[config.mk]
export PLATFORM = sky130hd
export DESIGN_NAME = pipeline_hazard_ctrl
export DESIGN_NICKNAME = d
export VERILOG_FILES = /design/src/rtl/pipeline_hazard_ctrl.sv
export SDC_FILE = /design/constraint.sdc
export NUM_CORES = 1
export LEC_CHECK = 0
export BUFFER_PORTS_ARGS = -buffer_cell sky130_fd_sc_hd__buf_4
export CORE_MARGIN = 3
export CORE_UTILIZATION = 40
export DETAILED_ROUTE_END_ITERATION = 16
export GPL_ROUTABILITY_DRIVEN = 0
export GPL_TIMING_DRIVEN = 0
export PLACE_DENSITY = 0.78
export SLEW_MARGIN = 10
export SYNTH_ARGS = -nofsm -noshare
export SYNTH_HDL_FRONTEND = slang
export SYNTH_SLANG_ARGS = --single-unit
[constraint.sdc]
create_clock -name clk -period 4.05 [get_ports clk]
set_input_delay 0.81 -clock clk [delete_from_list [all_inputs] [get_ports clk]]
set_output_delay 0.81 -clock clk [all_outputs]
set_load 0.005 [all_outputs]
[src/rtl/pipeline_hazard_ctrl.sv]
// Stall/flush sequencer for the 5-stage pipeline: load-use, redirect, IMEM/DMEM wait handling.
// Define PIPE_HAZARD_PERF_EN to add the stall_cycles / flush_count performance counters.
module pipeline_hazard_ctrl #(
    parameter int unsigned DMEM_TIMEOUT = 255
) (
    input  logic        clk,
    input  logic        reset,
    input  logic        mem_do_read_ctrl_ex,
    input  logic [4:0]  wr_reg_idx_ex,
    input  logic [4:0]  r1_reg_idx_id,
    input  logic [4:0]  r2_reg_idx_id,
    input  logic        r1_used_id,
    input  logic        r2_used_id,
    input  logic        redirect_ex,
    input  logic        imem_ready,
    input  logic        dmem_req_mem,
    input  logic        dmem_ready,
    output logic        pc_enable,
    output logic        if_id_enable,
    output logic        id_ex_enable,
    output logic        ex_mem_enable,
    output logic        mem_wb_enable,
    output logic        if_id_clear,
    output logic        id_ex_clear,
    output logic        ex_mem_clear,
    output logic        mem_wb_clear,
`ifdef PIPE_HAZARD_PERF_EN
    output logic        dmem_fault,
    output logic [31:0] stall_cycles,
    output logic [31:0] flush_count
`else
    output logic        dmem_fault
`endif
);

    localparam int unsigned CntW = $clog2(DMEM_TIMEOUT + 1);
    localparam logic [CntW-1:0] CntMax = CntW'(DMEM_TIMEOUT);

    typedef enum logic [0:0] {StRun, StDmemWait} state_e;

    state_e          state_q;
    logic [CntW-1:0] cnt_q;
    logic            squash_q;

    logic timeout;
    logic dmem_stall;
    logic load_use;

    always_comb begin
        timeout    = (state_q == StDmemWait) && !dmem_ready && (cnt_q == CntMax);
        // A timed-out access is treated as completed, so it never stalls.
        dmem_stall = !dmem_ready && (dmem_req_mem || (state_q == StDmemWait)) && !timeout;
        load_use   = mem_do_read_ctrl_ex && (wr_reg_idx_ex != 5'd0) &&
                     ((r1_used_id && (r1_reg_idx_id == wr_reg_idx_ex)) ||
                      (r2_used_id && (r2_reg_idx_id == wr_reg_idx_ex)));
    end

    always_ff @(posedge clk or posedge reset) begin
        if (reset) begin
            state_q  <= StRun;
            cnt_q    <= '0;
            squash_q <= 1'b0;
        end else begin
            unique case (state_q)
                StRun: begin
                    if (dmem_req_mem && !dmem_ready) begin
                        state_q <= StDmemWait;
                        cnt_q   <= CntW'(1);
                    end
                end
                StDmemWait: begin
                    if (dmem_ready || timeout) begin
                        state_q <= StRun;
                        cnt_q   <= '0;
                    end else begin
                        cnt_q <= cnt_q + CntW'(1);
                    end
                end
            endcase
            // The squash flag only moves when the front end is actually evaluated.
            if (!dmem_stall) begin
                if (redirect_ex) begin
                    squash_q <= !imem_ready;
                end else if (!load_use && imem_ready) begin
                    squash_q <= 1'b0;
                end
            end
        end
    end

    always_comb begin
        pc_enable     = 1'b1;
        if_id_enable  = 1'b1;
        id_ex_enable  = 1'b1;
        ex_mem_enable = 1'b1;
        mem_wb_enable = 1'b1;
        if_id_clear   = 1'b0;
        id_ex_clear   = 1'b0;
        ex_mem_clear  = 1'b0;
        mem_wb_clear  = 1'b0;
        dmem_fault    = 1'b0;
        if (reset) begin
            pc_enable     = 1'b0;
            if_id_enable  = 1'b0;
            id_ex_enable  = 1'b0;
            ex_mem_enable = 1'b0;
            mem_wb_enable = 1'b0;
            if_id_clear   = 1'b1;
            id_ex_clear   = 1'b1;
            ex_mem_clear  = 1'b1;
            mem_wb_clear  = 1'b1;
        end else begin
            dmem_fault = timeout;
            if (dmem_stall) begin
                pc_enable     = 1'b0;
                if_id_enable  = 1'b0;
                id_ex_enable  = 1'b0;
                ex_mem_enable = 1'b0;
                mem_wb_clear  = 1'b1;
            end else if (redirect_ex) begin
                if_id_clear = 1'b1;
                id_ex_clear = 1'b1;
            end else if (load_use) begin
                pc_enable    = 1'b0;
                if_id_enable = 1'b0;
                id_ex_clear  = 1'b1;
            end else if (!imem_ready) begin
                pc_enable   = 1'b0;
                if_id_clear = 1'b1;
            end else if (squash_q) begin
                if_id_clear = 1'b1;
            end
        end
    end

`ifdef PIPE_HAZARD_PERF_EN
    always_ff @(posedge clk or posedge reset) begin
        if (reset) begin
            stall_cycles <= '0;
            flush_count  <= '0;
        end else begin
            if (!pc_enable && (stall_cycles != '1)) begin
                stall_cycles <= stall_cycles + 32'd1;
            end
            if (redirect_ex && !dmem_stall && (flush_count != '1)) begin
                flush_count <= flush_count + 32'd1;
            end
        end
    end
`endif

endmodule

==> results of run 1 <==
-- report_power, final --
group / internal, mW / switching, mW / total, mW
Clock: 0.0343 / 0.0328 / 0.0671
Sequential: 0.105 / 0.00555 / 0.111
Combinational: 0.0414 / 0.0311 / 0.0724
-- stage by stage --
step                utilization (%)  hold slack [ns]
floorplan                         -            0.446
global placement               58.9            0.465
detailed placement             58.9            0.476
CTS                            60.2            0.486
global route                   60.2            0.512
finish                         60.2            0.486
-- sequential cells by signal, summed over array words and instances, names as in the netlist --
register	cells
cnt_q	8
squash_q	1
state_q	1
-- worst paths after layout --
check / endpoint / slack, ns / cells after the start
hold reg to reg: cnt_q[4] / 0.49 / 1
max in group asynchronous: cnt_q[3] / 3.16 / 2
setup / recovery: id_ex_clear / 1.14 / 7
setup reg to reg: cnt_q[4] / 2.31 / 6
min in group asynchronous: cnt_q[6] / 0.58 / 2
hold / removal: cnt_q[4] / 0.49 / 1
-- cells by family after synthesis --
logic type | share of synthesized area (%)
simple gates | 25.7
compound gates | 23.0
xor+xnor | 11.7
flops | 33.4
buf+inv | 4.51
fa+ha+maj | 1.67
-- layer usage --
layer	share of wire, %	track usage (%)
met5	0	0
met4	0.79	5.21
met3	8.1	7.34
met2	47	28.6
met1	44	21.8
-- Yosys cell counts, drive strengths merged --
master and count:
a211o 1, a21oi 3, a22o 1, a31o 1, a31oi 3, buf 2, dfrtp 10, ha 1
inv 5, nand2 11, nand3 3, nand4 3, nor2 12, nor2b 2, nor3 1, nor3b 2
o21ai 9, o22ai 2, o311ai 1, o31ai 2, o41ai 1, or2 1, or3b 1, or4 1
xnor2 10
-- critical path: stages --
cell	delay [ns]
sky130_fd_sc_hd__buf_4	0.12
sky130_fd_sc_hd__or4_1	0.54
sky130_fd_sc_hd__o21ai_2	0.17
sky130_fd_sc_hd__inv_1	0.06
sky130_fd_sc_hd__a21oi_1	0.14
sky130_fd_sc_hd__o21ai_0	0.09
sky130_fd_sc_hd__buf_4	0.17
-- area by class of cell --
cell class / count / area share (%)
tap: 25 / 2.98
inverter: 5 / 1.79
clock buffer: 3 / 2.14
sequential: 10 / 23.8
multi-input combinational: 72 / 44.3
buffer: 2 / 1.43
timing repair buffer: 33 / 23.6
==> metrics.cfg, run 1 <==
[outcome]
outcome = finished, final reports clean

[layout]
mostFrequentLayoutCell = sky130_fd_sc_hd__buf_4
stdcell_area_mm2 = 0.00105
design.final.nets = 152
post_route_cells_drive_above_1_share_pct = 39.2
filler_free_cell_count_of_the_finished_design = 150
antenna_cells_inserted = 0
area_delta_synth_final_pct = 40.2
multi_input_logic_area_um2 = 465
fillers = 173
mostFrequentLayoutCells = sky130_fd_sc_hd__buf_4 (35), sky130_fd_sc_hd__nor2_1 (11), sky130_fd_sc_hd__xnor2_1 (10), sky130_fd_sc_hd__dfrtp_1 (10), sky130_fd_sc_hd__nand2_1 (9)
register_area_um2 = 250

[timing]
timing.final.hold_violations = 0
timing.max_slew.rel_slack_pct = 69.3
worst-slew-pin-transition_ns = 0.460
maxClockFrequency_mhz = 343
timing.final.ws_setup_ns = 1.14
slew_violations = 0
grt_setup_unrepaired = no
clock_skew_ns = 0.00121
period_share_pct = 71.9
setup_viol = 0
tns_ns = 0
post-route-min-period_ns = 2.91

[die]
ioPinCount = 34
rows = 15
core_area_mm2 = 0.00175
die-height_um = 49.3
die_area_mm2 = 0.00243
initial_cell_density_of_the_core_pct = 42.9
floorplan.die.width_um = 49.3

[clock_tree]
ctsHtreeMaxLevel = 1
cts_made_buffers = 3
clock-root-buffer = sky130_fd_sc_hd__clkbuf_4
post-cts-setup-buffers = 0
worst_setup_hold_path_clk_slew_ns = 0.06
cts_sinks = 10
clock_latency_ns = 0.26
cts.repair.resized = 0
clock_path_buffers = 2
cts_hold_repair.buffers = 0
cts_tree = yes

[global_route]
grt_start_max_net_pins = 14
number_of_global_route_vias_before_repair = 810
grt_usage_pct = 17.9
grt_first_pass_wirelength_um = 3390
grt_remaining_overflow = 0
initial_antenna_violation_count = 0

[synthesis]
synth-seq-area-share_pct = 33.4
post-synth-top-area-cell = sky130_fd_sc_hd__dfrtp_1
yosys_warnings = 0
ys_seq_elements = 10
netlist_instances = 89
syn_area_um2 = 749
synth.distinct_cells = 29
most_area_consuming_cells_after_synthesis = sky130_fd_sc_hd__dfrtp_1 (33%), sky130_fd_sc_hd__xnor2_1 (12%), sky130_fd_sc_hd__nor2_1 (5.5%), sky130_fd_sc_hd__o21ai_0 (5.3%), sky130_fd_sc_hd__nand2_1 (4.5%)
synth_largest_type_area_fraction_pct = 33.4
synth_nets = 114
syn-mean-instance-area_um2 = 8.42

[drt]
drtPass1Iterations = 4
post_drt_via_cell_ratio = 5.18
drcViolationCount = 0
routed-via-count = 777
postRouteAntennaNets = 0
route.detailed.wl_per_inst_um = 11.8
drt_wl_total_um = 1780
detailedRoute.firstIterationViolations = 9

[critical_path]
crit_path_start = wr_reg_idx_ex[1]
cp.required_ns = 3.24
setup.worst_path.end_class = primary output
arrival_time_of_the_worst_setup_path_ns = 2.10
worst_setup_path_type = primary input to primary output
critPathMaxFanout = 3
critical_path.startpoint_type = primary input
critical_path.reg2reg.startpoint = cnt_q[0]

[place]
place_ws_ns = 1.14
dpl.cell_count = 147
placed_instance_area_mm2 = 0.00103
port-buffer-count = 33
dp_hpwl_um = 1500

[power_and_ir_drop]
static-leakage-power_nw = 0.479
power.density_mw_per_mm2 = 238
power.ir.vdd_worst_uv = 163
finalPower_mw = 0.250

[run]
cap_viol_max_count = 0

[hold_path]
min-delay-start = cnt_q[4]
holdCritPathClass = register to register

Note: power is estimated with default switching activity, not from simulation.
==> run 2: changes to the inputs <==
--- a/config.mk
+++ b/config.mk
@@ -5,13 +5,14 @@
 export SDC_FILE = /design/constraint.sdc
 export NUM_CORES = 1
 export LEC_CHECK = 0
+export ABC_AREA = 1
 export BUFFER_PORTS_ARGS = -buffer_cell sky130_fd_sc_hd__buf_4
 export CORE_MARGIN = 3
 export CORE_UTILIZATION = 40
 export DETAILED_ROUTE_END_ITERATION = 16
 export GPL_ROUTABILITY_DRIVEN = 0
 export GPL_TIMING_DRIVEN = 0
-export PLACE_DENSITY = 0.78
+export PLACE_DENSITY = 0.76
 export SLEW_MARGIN = 10
 export SYNTH_ARGS = -nofsm -noshare
 export SYNTH_HDL_FRONTEND = slang
==> constraint.sdc (replaced) <==
create_clock -name clk -period 2.9 [get_ports clk]
set_input_delay 0.58 -clock clk [delete_from_list [all_inputs] [get_ports clk]]
set_output_delay 0.58 -clock clk [all_outputs]
set_load 0.005 [all_outputs]
==> metrics.cfg, run 2 <==
[critical_path]
critical_path.startpoint_type = register
timing.critical_path.cells = ha_1, nand2_2, nor2_4, nand4_4, nor2_4, nand2_2, nand2_4, inv_4, nor2_8, buf_4, buf_4
critPathBufInv = 3
setup.worst_path.end_class = primary output
slowest_delay_ns = 0.39
critPathMaxFanout = 4
arrival_time_of_the_worst_setup_path_ns = 1.79
r2r_cell_count = 8
timing.critical_path.max_delay_family = simple AND/OR/NAND/NOR gates
cp.required_ns = 2.32
worst-path-stages = 11
timing.critical_path.slowest_stage_cell = sky130_fd_sc_hd__dfrtp_1
worst_setup_path_type = register to primary output

[drt]
post_drt_via_cell_ratio = 4.72
routed-via-count = 935
route.detailed.wl_per_inst_um = 9.81
detailedRoute.firstIterationViolations = 12
drcViolationCount = 0
drtPass1Iterations = 4
drt_wl_total_um = 1940
postRouteAntennaNets = 0

[timing]
tns_ns = 0
timing.final.hold_violations = 0
post-route-min-period_ns = 2.37
maxClockFrequency_mhz = 422
slew_violations = 0
grt_setup_unrepaired = no
setup_viol = 0
worst-slew-pin-transition_ns = 0.454
timing.max_slew.rel_slack_pct = 69.7
clock_skew_ns = 0.00810
period_share_pct = 81.7

[power_and_ir_drop]
power_report.internal_total_mw = 0.277
pwr-share-clk_pct = 32.6
static-leakage-power_nw = 0.682
share_seq_of_total_power_pct = 40.0
comb_power_share_pct = 27.4
power.density_mw_per_mm2 = 327
power.ir.vdd_worst_uv = 200
netSwitchingFraction_pct = 28.0
switchingPower_mw = 0.108

[die]
ioPinCount = 34
core_area_mm2 = 0.00200
initial_cell_density_of_the_core_pct = 42.9
die_area_mm2 = 0.00274
die-height_um = 52.3
rows = 16
floorplan.die.width_um = 52.3

[clock_tree]
clock-root-buffer = sky130_fd_sc_hd__clkbuf_4
cts_sinks = 10
cts_hold_repair.buffers = 0
ctsHtreeMaxLevel = 1
clock_path_buffers = 2
cts_tree = yes
cts_made_buffers = 3
clock_latency_ns = 0.27
cts.repair.resized = 0
post-cts-setup-buffers = 0
worst_setup_hold_path_clk_slew_ns = 0.07

[layout]
stdcell_area_mm2 = 0.00118
mostFrequentLayoutCell = sky130_fd_sc_hd__nand2_1
layout_top_registers = cnt_q: 8 flops, squash_q: 1 flops, state_q: 1 flops
post_route_cells_drive_above_1_share_pct = 28.1
antenna_cells_inserted = 0
max_flop_register = cnt_q
mostFrequentLayoutCells = sky130_fd_sc_hd__nand2_1 (38), sky130_fd_sc_hd__buf_4 (35), sky130_fd_sc_hd__inv_1 (29)
largest_reg_flops = 8
area_delta_synth_final_pct = 37.0
fillers = 191
design.final.nets = 197

[hold_path]
holdCritPathClass = primary input to asynchronous set/reset pin

[synthesis]
syn_area_um2 = 858
synthArstFlopShare_pct = 100
most_area_consuming_cells_after_synthesis = sky130_fd_sc_hd__dfrtp_1 (29%), sky130_fd_sc_hd__nand2_1 (17%), sky130_fd_sc_hd__inv_1 (13%), sky130_fd_sc_hd__nor2_1 (5.7%), sky130_fd_sc_hd__nand3_1 (4.1%)
synth.distinct_cells = 25
netlist_instances = 134
dominant_cell_by_count_in_the_synthesized_netlist = sky130_fd_sc_hd__nand2_1
synth-seq-area-share_pct = 29.2
yosys_warnings = 0
synth_largest_type_area_fraction_pct = 29.2
ys_seq_elements = 10
syn-mean-instance-area_um2 = 6.41
post_synth_most_frequent_cells = sky130_fd_sc_hd__nand2_1 (38), sky130_fd_sc_hd__inv_1 (29), sky130_fd_sc_hd__nor2_1 (13)
post-synth-top-area-cell = sky130_fd_sc_hd__dfrtp_1
synth_enable_flop_cells = 0
synth_nets = 159
synth-main-ff-cell = sky130_fd_sc_hd__dfrtp_1

[global_route]
grt_start_max_net_pins = 14
grt_remaining_overflow = 0
grt_usage_pct = 16.0
initial_antenna_violation_count = 0
grt_first_pass_wirelength_um = 3320
number_of_global_route_vias_before_repair = 870

[run]
cap_viol_max_count = 0

[place]
dp_hpwl_um = 1670
placed_instance_area_mm2 = 0.00114
port-buffer-count = 33

[outcome]
outcome = finished, final reports clean

[run 2: worst register-to-register path, cell delays in order (launching register included)]
cell	delay [ns]
sky130_fd_sc_hd__dfrtp_1	0.41
sky130_fd_sc_hd__ha_1	0.23
sky130_fd_sc_hd__nand2_2	0.10
sky130_fd_sc_hd__nor2_4	0.05
sky130_fd_sc_hd__nand4_4	0.08
sky130_fd_sc_hd__nor2_4	0.04
sky130_fd_sc_hd__nor2_1	0.26
sky130_fd_sc_hd__inv_1	0.14
sky130_fd_sc_hd__o21ai_0	0.15
[run 2: final cells by class]
cell class / count / area, um2 / area share [%]
Tap cell: 27 / 33.8 / 2.87
Inverter: 31 / 119 / 10.1
Clock buffer: 4 / 36.3 / 3.09
Buffer: 2 / 15.0 / 1.28
Timing Repair Buffer: 33 / 248 / 21.1
Sequential cell: 10 / 250 / 21.3
Multi-Input combinational cell: 91 / 474 / 40.3
[run 2: final timing paths]
check | slack (ns) | to | from
max | 0.53 | id_ex_enable | cnt_q[0]
min | 0.37 | cnt_q[0] | reset
max reg2reg | 1.37 | cnt_q[0] | cnt_q[0]
min reg2reg | 0.49 | squash_q | squash_q
max in group asynchronous | 2.21 | cnt_q[6] | reset
min in group clk | 0.49 | squash_q | squash_q
[run 2: through the flow]
| step | hold slack, ns | utilization [%] | setup slack [ns] | power (mW) | cells |
|---|---|---|---|---|---|
| after floorplan | 0.443 | - | 1.01 | 0.209 | 134 |
| after global placement | 0.462 | 56.9 | 0.722 | 0.259 | 194 |
| after detailed placement | 0.474 | 56.9 | 0.743 | 0.262 | 194 |
| after CTS | 0.383 | 58.8 | 0.519 | 0.389 | 198 |
| after global routing | 0.409 | 58.8 | 0.367 | 0.412 | 198 |
| final | 0.372 | 58.8 | 0.531 | 0.384 | 198 |
[run 2: metal layers]
layer	global-route usage, %	vias up	routed length [um]
met2	30.6	32	997
met1	17.4	412	795
met5	0	-	0
met3	3.70	2	132
met4	3.83	0	17
li1	-	489	-
[run 2: kinds of logic after synthesis]
logic type / Yosys count / synth area share [%]
simple gates: 71 / 40.7
buf+inv: 33 / 15.6
compound gates: 17 / 11.1
flops: 10 / 29.2
xor+xnor: 2 / 2.04
fa+ha+maj: 1 / 1.46
[run 2: power by group through the flow]
stage                     Combinational (mW)  Clock (mW)  Sequential (mW)
after floorplan                       0.0550           0            0.154
after global placement                 0.103           0            0.156
after detailed placement               0.106           0            0.156
after CTS                              0.107       0.128            0.154
after global routing                   0.121       0.137            0.155
final                                  0.105       0.125            0.154
